## config.mk

```make
export PLATFORM = sky130hd
export DESIGN_NAME = divider_remultiplier_check
export DESIGN_NICKNAME = d
export VERILOG_FILES = /design/src/rtl/divider_remultiplier_check.sv
export SDC_FILE = /design/constraint.sdc
export NUM_CORES = 1
export LEC_CHECK = 0
export CAP_MARGIN = 20
export CORE_MARGIN = 3
export CORE_UTILIZATION = 59
export DETAILED_ROUTE_END_ITERATION = 16
export MAX_ROUTING_LAYER = met4
export PLACE_DENSITY = 0.87
export SLEW_MARGIN = 20
export SYNTH_ARGS = -nofsm -noshare
export SYNTH_HDL_FRONTEND = slang
export SYNTH_SLANG_ARGS = --single-unit
```

## constraint.sdc

```tcl
create_clock -name clk -period 8.7 [get_ports clk]
set_input_delay 1.74 -clock clk [delete_from_list [all_inputs] [get_ports clk]]
set_output_delay 1.74 -clock clk [all_outputs]
set_load 0.01 [all_outputs]
```

## src/rtl/divider_remultiplier_check.sv

```systemverilog
`default_nettype none
// ============================================================================
// Module   : divider_remultiplier_check
// Purpose  : Sequential shift-add re-multiplier; rebuilds n_rec = q*d + r from
//            a divider result and reports the exact signed error n - n_rec.
// Revision : 1.0 - initial release
// ============================================================================
module divider_remultiplier_check #(
    parameter int WIDTH = 8
) (
    input  logic                 clk,
    input  logic                 rst,
    input  logic                 in_valid,
    output logic                 in_ready,
    input  logic [WIDTH-1:0]     q,
    input  logic [WIDTH-1:0]     d,
    input  logic [WIDTH-1:0]     r,
    input  logic [2*WIDTH-1:0]   n,
    output logic                 out_valid,
    input  logic                 out_ready,
    output logic [2*WIDTH-1:0]   n_rec,
    output logic [2*WIDTH:0]     err,
    output logic                 busy
);

    localparam int              CW     = $clog2(WIDTH + 1);
    localparam logic [CW-1:0]   C_LAST = CW'(WIDTH);

    typedef enum logic [1:0] {
        S_IDLE = 2'd0,
        S_MUL  = 2'd1,
        S_DONE = 2'd2
    } state_t;

    state_t              r_state;
    state_t              w_state_next;
    logic [WIDTH-1:0]    r_q_sr;
    logic [2*WIDTH:0]    r_mcand;
    logic [2*WIDTH:0]    r_acc;
    logic [2*WIDTH-1:0]  r_n;
    logic [2*WIDTH-1:0]  r_n_rec;
    logic [2*WIDTH:0]    r_err;
    logic [CW-1:0]       r_cnt;

    always_ff @(posedge clk or posedge rst) begin
        if (rst) begin
            r_state <= S_IDLE;
        end else begin
            r_state <= w_state_next;
        end
    end

    always_comb begin
        w_state_next = r_state;
        in_ready     = 1'b0;
        busy         = 1'b0;
        out_valid    = 1'b0;
        case (r_state)
            S_IDLE: begin
                in_ready = 1'b1;
                if (in_valid) begin
                    w_state_next = S_MUL;
                end
            end
            S_MUL: begin
                busy = 1'b1;
                if (r_cnt == C_LAST) begin
                    w_state_next = S_DONE;
                end
            end
            S_DONE: begin
                out_valid = 1'b1;
                if (out_ready) begin
                    w_state_next = S_IDLE;
                end
            end
            default: w_state_next = S_IDLE;
        endcase
    end

    // Multiplier bits are consumed LSB-first from a shift register while the
    // multiplicand walks left; the extra cycle at cnt==WIDTH registers results.
    always_ff @(posedge clk or posedge rst) begin
        if (rst) begin
            r_q_sr  <= '0;
            r_mcand <= '0;
            r_acc   <= '0;
            r_n     <= '0;
            r_n_rec <= '0;
            r_err   <= '0;
            r_cnt   <= '0;
        end else begin
            case (r_state)
                S_IDLE: begin
                    if (in_valid) begin
                        r_q_sr  <= q;
                        r_mcand <= {{(WIDTH+1){1'b0}}, d};
                        r_acc   <= {{(WIDTH+1){1'b0}}, r};
                        r_n     <= n;
                        r_cnt   <= '0;
                    end
                end
                S_MUL: begin
                    if (r_cnt == C_LAST) begin
                        r_n_rec <= r_acc[2*WIDTH-1:0];
                        r_err   <= {1'b0, r_n} - r_acc;
                    end else begin
                        if (r_q_sr[0]) begin
                            r_acc <= r_acc + r_mcand;
                        end
                        r_mcand <= r_mcand << 1;
                        r_q_sr  <= r_q_sr >> 1;
                        r_cnt   <= r_cnt + CW'(1);
                    end
                end
                default: begin
                end
            endcase
        end
    end

    assign n_rec = r_n_rec;
    assign err   = r_err;

endmodule
`default_nettype wire

```

* Word-level counts from Yosys, hierarchy flattened
Index checks and enable logic that the tools add are counted.
** Word-level totals
- Output and inout bits :: 36
- Word-level logic and storage cells :: 46
- Bits in registers :: 97
- Bits of input ports :: 44
** Operators by class
- Equal/unequal tests :: 8
- Mux-type cells :: 20
- $add $sub $neg :: 3
- Reductions and logical operators :: 7
** Operators by type and width (number)
- $mux W17 :: 5
- $pmux W17 S2 :: 2
- $add A17 B17 Y17 :: 1
- $sub A16 B17 Y17 :: 1
- $mux W8 :: 2
- $pmux W8 S2 :: 1
- $ne A2 B2 Y1 const B :: 5
- $mux W4 :: 2
- $pmux W4 S2 :: 1
- $mux W2 :: 3
- $pmux W2 S3 :: 1
- $reduce_and A3 Y1 :: 2
- $add A4 B1 Y4 const B :: 1
- $eq A4 B4 Y1 const B :: 1
- $reduce_and A2 Y1 :: 2
- $reduce_and A4 Y1 :: 1
- $mux W1 :: 3
- $eq A2 B1 Y1 const B :: 1
- $eq A2 B2 Y1 const B :: 1
- $logic_not A2 Y1 :: 1
- $reduce_bool A2 Y1 :: 1

* Longest topological paths before layout
- Word-level depth :: 4
- Mapped depth :: 10
- Mapped depth without buffers :: 10

* Least setup slack after synthesis
Ideal clock, no wire load.
- Path type :: input-to-reg
- From :: input port in_valid
- To :: register r_acc[5]
- Data required time :: 8.563 ns
- Buffers on the path :: 2
- Setup time :: 0.137 ns
- Stages :: 6
- Slack :: 5.879 ns
- Arrival :: 2.684 ns
- Cells stage by stage :: and2_1 > buf_2 > a21o_1 > nand2_1 > clkbuf_1 > a22oi_1
** Between the ends
- Word-level cells in the longest chain between the ends :: 2
** Ends and longest elaborated chain
- start: declaration :: RTL line 13 : input logic in_valid,
- $ne A2 B2 Y1 (no source line)
- $reduce_and A4 Y1 (no source line)
- end signal: assignment :: RTL line 98 : r_acc <= {{(WIDTH+1){1'b0}}, r};
- end signal: assignment :: RTL line 109 : r_acc <= r_acc + r_mcand;
- end: declaration :: RTL line 39 : logic [2*WIDTH:0] r_acc;
Every way passes these cells.
A chain may end at the register's enable or synchronous reset.

* Worst setup path after layout
- From :: register r_state[1]
- To :: output port busy
** Between the ends
- Word-level cells in the longest chain between the ends :: 2
** Ends and longest elaborated chain
- start: declaration :: RTL line 35 : state_t r_state;
- start signal: assignment :: RTL line 49 : r_state <= w_state_next;
- $eq A2 B1 Y1 :: RTL line 58 : case (r_state)
- $mux W1 :: RTL line 58
- end: declaration :: RTL line 23 : output logic busy
Every way passes these cells.

==> implementation parameters <==
Parameter                              Value

Status
  Run status    completed

Critical path
  Arrival @ worst endpoint    roughly 1.9 ns
  R2R cell count    7
  R2R Path Start    r_state[1]
  Critical Path RT    between 6 and 7 ns
  Critical path launch point    r_state[1]
  Master of the slowest instance on the critical path    clkdlybuf4s50_1
  Critical Setup Path Class    flop to primary output
  Buffers plus inverters on the worst setup path    2
  Longest individual stage delay on the worst path    ~0.52 ns
  CP cell instances    nand2b_1, clkinv_1, clkdlybuf4s50_1
  Category of cells accounting for the largest share of critical-path delay    buffers and inverters
  Critical register-to-register path endpoint    r_acc[16]
  Setup slack on the worst flop-to-flop path    between 5 and 6 ns
  Critical-path maximum fanout    13
  Category of the worst setup path capture point    primary output
  Startpoint kind of the worst setup timing path    flop

Yosys
  Mapped cell area    roughly 5300 um2
  Number of storage elements in the synthesis netlist    97
  Share of synthesized area occupied by flip-flops and latches    0.454
  Total number of yosys warnings    0
  Post-Syn Nets    643
  Fraction of synthesized cell area taken by the top area cell type    0.454
  Async S/R FF share, synth    1.00
  Synthesized area per cell    roughly 9.5 um2
  Post-synth EDFFs    0
  Synth unique cells    roughly 50
  Cell type contributing the most total cell area after synthesis    dfrtp_1
  Ys flop type    dfrtp_1
  Synth Instances    between 500 and 600
  Cells taking the most area after synthesis    dfrtp_1 45%, ha_1 8.0%, o21ai_0 7.6%

Clock network
  Maximum count of clock buffers along a single path    2
  Setup bufs post-CTS    0
  Number of H-tree branching levels    3
  Number of hold buffers added after CTS    0
  Root Buffer Master    clkbuf_8
  Clock buffers created by TritonCTS    9
  Post-cts resize count    0
  Number of clock sinks seen by CTS    97
  Clock tree from TritonCTS    built
  Skew-Pair Late Insertion Delay    between 0.3 and 0.4 ns
  Clock-pin transition on the worst setup and hold timing paths    0.11 ns

Timing
  Tightest slew margin relative to the limit    0.343
  Setup TNS after final layout    0 ns
  Count of final hold-check violations    0
  Final period util    0.416
  Worst clock skew    between 0.01 and 0.015 ns
  Actual slew at the worst max-slew pin    ~1 ns
  Maximum achievable frequency    approximately 280 MHz
  Number of pins exceeding their max-slew limit in the final report    0
  Count of final setup violators    0
  Fin crit period    3.62 ns
  Unrepaired setup endpoints after global routing    no

Die
  Starting density of the core    0.610
  IO Pins    80
  Core box area    approximately 8800 um2
  Vertical extent of the die    about 100 um
  Horizontal die dimension    between 100 and 150 um
  Row count    34
  Die area    between 10000 and 15000 um2

Placed design
  Last weighted congestion value of the routability-driven placer    between 0.8 and 0.9
  Quantity of I/O buffers inserted on ports    79
  HPWL reported at the end of detailed placement    a little over 9000 um

Cells and area
  Share of the core filled with cells    0.728
  Diode insertion count for antenna repair    0
  Area grow syn2layout    19.3%
  Fraction of final layout cells with drive strength greater than 1    0.0723
  Final nets    around 700

Min path
  Hold Path Depth    2
  Worst min-delay path category    flop to flop
  Worst hold path endpoint    err[2]
  Beginning of the worst hold path    err[2]

Routing
  Final routed wire length divided by cell count    16.6 um
  Total Wirelength    approximately 12000 um
  Initial DRT Pass Iterations    4
  Antenna viol nets, final    0
  Iteration-0 DRC Markers    between 100 and 150
  Per-cell via count in the routed design    5.74
  DRC violation count after routing    0
  Count of vias placed by the detailed router    about 4300

Power and ir drop
  Leakage component of the power    roughly 3.0 nW
  Total power density per cell area    406 nW/um2
  Worst-case vdd ir drop    around 250 uV

GRT
  Total GRT Usage    0.262
  Total gr overflow    0
  First-pass GRT wire length    around 21000 um
  Largest net degree at the start of global routing    65
  Via count of the first global-routing pass    4329
  Antenna violations before repair    0

Job
  Max-cap viol count    0
==> worst min-delay path: stages (launching register included) <==
cell and delay [ns]:
dfrtp_1 0.36, nand2_1 0.04, o21ai_0 0.06
==> per-stage QoR <==
step	total power, mW	worst slack, ns	cells	hold WS (ns)	area, um2
final	2.59	5.08	744	0.490	6380
after global routing	2.81	4.84	744	0.512	6380
after CTS	2.59	5.06	744	0.493	6380
after detailed placement	2.29	4.85	728	0.469	6190
after global placement	2.21	4.94	728	0.461	6190
after floorplan	1.86	4.43	563	0.450	5340
==> power breakdown <==
part,switching (mW),internal (mW),total [mW]
sequential,0.148,0.650,0.798
clock,0.174,0.112,0.286
combinational,0.831,0.671,1.50
==> cell families (layout without fill, tap and decap cells) <==
group                    count (synthesis)  after routing  synth area share
AND/OR/NAND/NOR                        148            148             0.118
XOR/XNOR                                26             26            0.0426
flip-flops                              97             97             0.454
buffers and inverters                   52            125            0.0398
adder cells (fa/ha/maj)                 36             36            0.0871
multiplexers                            31             31            0.0616
AO/OA/AOI/OAI                          173            173             0.197
==> sequential cells by signal (all words and copies together) (netlist names) <==
register  count
r_mcand      17
r_acc        17
r_state       2
r_cnt         4
n_rec        16
err          17
r_q_sr        8
r_n          16
==> per-layer routing <==
layer,wire length [um],share of wire,vias to the layer above,global-route usage
met1,5400,0.44,2022,0.339
met4,148,0.012,0,0.0613
met3,578,0.047,16,0.0351
met2,6230,0.50,114,0.443
met5,0,0,-,-
li1,-,-,2115,-
==> placed cells by master (no fill, tap or decap), drive strengths merged, types with 3 or more instances in the layout <==
cell type,instances
o21ai,84
xor2,18
dfrtp,97
mux2i,16
nor3,4
nand2b,6
o21a,6
nand4,3
o211ai,4
mux2,15
clkinv,3
buf,4
clkdlybuf4s50,79
a211oi,11
clkbuf,10
nand3,6
ha,34
nand2,99
a21oi,26
and3,4
inv,28
a21o,14
o31ai,6
a31oi,3
o21bai,4
nor2,16
xnor2,8
==> Yosys cell counts (all sizes together), types with 8 or more instances <==
master  number
xor2        18
a211oi      11
buf          9
inv         25
clkbuf      17
ha          34
xnor2        8
nor2        16
nand2       99
a21oi       26
mux2        15
a21o        14
dfrtp       97
mux2i       16
o21ai       84
==> how the worst max path moves through the flow <==
stage,cells after the start,slack (ns),endpoint
after floorplan,1,4.43,err[0]
after global placement,7,4.94,r_acc[16]
after detailed placement,7,4.85,r_acc[16]
after CTS,3,5.06,busy
after global routing,7,4.84,r_acc[16]
final,3,5.08,busy
==> cell type report <==
class | count | area, um2
clock inverters | 6 | 58.8
clock buffers | 10 | 128
repair buffers | 83 | 821
well taps | 108 | 135
flip-flops and latches | 97 | 2430
fillers | 636 | 2390
multi-input cells | 414 | 2710
inverters | 26 | 98.8
(Power assumes the default switching activity.)
==> patch: new RTL, same settings <==
Reset style: synchronous (`rst`), changed in 2 clocked blocks.
--- a/src/rtl/divider_remultiplier_check.sv
+++ b/src/rtl/divider_remultiplier_check.sv
@@ -43,5 +43,5 @@
     logic [CW-1:0]       r_cnt;
 
-    always_ff @(posedge clk or posedge rst) begin
+    always_ff @(posedge clk) begin
         if (rst) begin
             r_state <= S_IDLE;
@@ -81,5 +81,5 @@
     // Multiplier bits are consumed LSB-first from a shift register while the
     // multiplicand walks left; the extra cycle at cnt==WIDTH registers results.
-    always_ff @(posedge clk or posedge rst) begin
+    always_ff @(posedge clk) begin
         if (rst) begin
             r_q_sr  <= '0;
Check against the original RTL: differs if rst is asserted again (counterexample within 4 cycles, from zero or initial values and one cycle with rst high); with rst held inactive, the same outputs for 10 cycles.
==> patch against the original RTL <==
Critical path depth up 1; global-route usage up 2.6 points; via count up 19%; clock skew down 2.8 ps; die area down 2.4%; wire length up 9.5%; sequential cell count unchanged; first-iteration DRC count up 130%; setup slack worse by 380 ps; design area down 2.2%; sequential share of layout area down 6.9 points; area after synthesis down 2.6%.
Power is not compared: it rests on default switching activity, and its combinational part moved more than twofold at a synthesized area within 25%.
==> patch: results (changes against the original RTL) <==
Outcome
  – Status: complete, no violations

Critical path
  – CP max FO: 39 (+26)
  – Crit-path slowest cell: clkdlybuf4s50_1
  – Family with the most delay on the worst path: buffers and inverters
  – WP data arrival: 2260 ps (+380 ps)
  – Slowest cell delay on critical path: 660 ps (+140 ps)

GRT
  – Largest net degree at the start of global routing: 93 (+43%)
  – Vias in the first global route: 4946 (+14%)
  – Total GRT Usage: 0.289 (+0.0264)
  – First-pass GRT wire length: 22900 um (+10%)

Synthesis
  – Mapped Avg Cell Area: 7.82 sq um (-18%)
  – XOR/XNOR Fraction of Synth Area: 0.0286 (-0.0140)
  – Synth Area in Adders: 0.0894 (+0.00232)
  – Multiplexer share of the synthesized area: 0 (-0.0616)
  – Post-synth top cells: 145 x nand2_1, 97 x dfxtp_1, 74 x a21oi_1
  – Area contributors post-synth: dfxtp_1 37%, nand2_1 10%, ha_1 8.2%, a21oi_1 7.1%, nand3_1 3.2%
  – Warnings, synthesis: 0 (unchanged)
  – Count of cell types in the netlist: 53 (+3.9%)
  – Sequential area share after synthesis: 0.373 (-0.0811)
  – Syn_nets: 746 (+16%)
  – Post-synth ARST share: 0 (-1.00)
  – Post-synthesis compound-gate area fraction: 0.233 (+0.0363)
  – Gate Count Post-Synth: 666 (+18%)

Final layout
  – Final #Nets: 802 (+13%)
  – Final core occ: 0.744 (+0.0166)
  – Sequential share of cell area: 0.311 (-0.0693)
  – Filler cells: 626 (-1.6%)
  – Buffers, non-clock: 84 (+1.2%)
  – Non-Clock Buffer Area Fraction: 0.132 (+0.00327)
  – Multi-input gate count: 503 (+21%)
  – Multi-input logic area: 3010 sq um (+11%)
  – Inverters: 27 (+3.8%)
  – Num sequential: 97 (unchanged)
  – Final clock-cell share: 0.0371 (+0.00787)
  – Layout cells sized above 1: 0.0413 (-0.0310)

Place
  – Dpl ws: 4510 ps (-339 ps)
  – IO Port Bufs: 79 (unchanged)
  – Placed Instance Area: 6000 sq um (-3.0%)
  – Number of cells after detailed placement: 816 (+12%)
  – Hpwl dp: 9590 um (+4.2%)
  – GP Congestion: 0.968 (+9.2%)

CTS
  – Post-CTS setup buffers: 0 (unchanged)
  – Reg clk slew, reported paths: 90 ps (-20 ps)
  – Latest clock arrival within the worst-skew pair: 360 ps
  – # resized after CTS: 0 (unchanged)

Timing
  – Worst Skew: 11.7 ps (-2.76 ps)
  – Final setup violation count: 0 (unchanged)
  – Worst slew pin tran: 924 ps (-58.4 ps)

Detailed routing
  – Initial drt markers: 287 (+130%)
  – Drt wl/cell: 16.3 um (-2.0%)
  – First-pass detailed-route iteration total: 5 (+1)
  – Final WL: 13500 um (+9.5%)
  – DR vias: 5062 (+19%)

Power
  – Maximum VDD drop: 119 uV
  – Switching share of total power: 0.285

Worst hold path
  – Worst min-delay path class: register to register
==> patch: changes by cell type after synthesis, moves of 8 or more <==
cell / unedited run / this run
nand2_1: 99 / 145
nor2_1: 16 / 43
xor2_1: 18 / 6
mux2i_1: 16 / 0
dfrtp_1: 97 / 0
dfxtp_1: 0 / 97
mux2_2: 15 / 0
nand3_1: 6 / 33
a21oi_1: 25 / 74
a311oi_1: 0 / 18
o21ai_0: 81 / 15
clkbuf_1: 17 / 25
==> patch: worst paths after layout <==
check	start	to	slack, ps	cells after the start
max	r_state[1]	busy	4700	4
min	err[5]	err[5]	460	2
max reg2reg	r_state[1]	r_acc[13]	5950	7
min reg2reg	err[5]	err[5]	460	2
==> patch: worst min-delay path: cells and delay by family (launching register included) <==
family           cells  cell delay [ps]
AO/OA/AOI/OAI        1               50
flip-flops           1              320
AND/OR/NAND/NOR      1               50
==> patch: cell families (layout without fill, tap and decap cells) <==
group                    count (synthesis)  count (layout)
AO/OA/AOI/OAI                          183             183
XOR/XNOR                                17              17
adder cells (fa/ha/maj)                 36              36
buffers and inverters                   66             126
flip-flops                              97              97
AND/OR/NAND/NOR                        267             267
==> patch: power groups by stage <==
stage	logic (W)	clock network, W	registers (W)
floorplan	0.000149	0	0.000482
global placement	0.000193	0	0.000487
detailed placement	0.000202	0	0.000487
CTS	0.000204	0.000348	0.000477
global route	0.000231	0.000368	0.000480
finish	0.000207	0.000344	0.000478
==> patch: per-layer routing <==
| layer | wire (um) | part of all wire | track usage |
|---|---|---|---|
| met4 | 269 | 0.020 | 0.103 |
| met2 | 6870 | 0.51 | 0.495 |
| met1 | 5610 | 0.41 | 0.348 |
| met5 | 0 | 0 | - |
| met3 | 774 | 0.057 | 0.0389 |
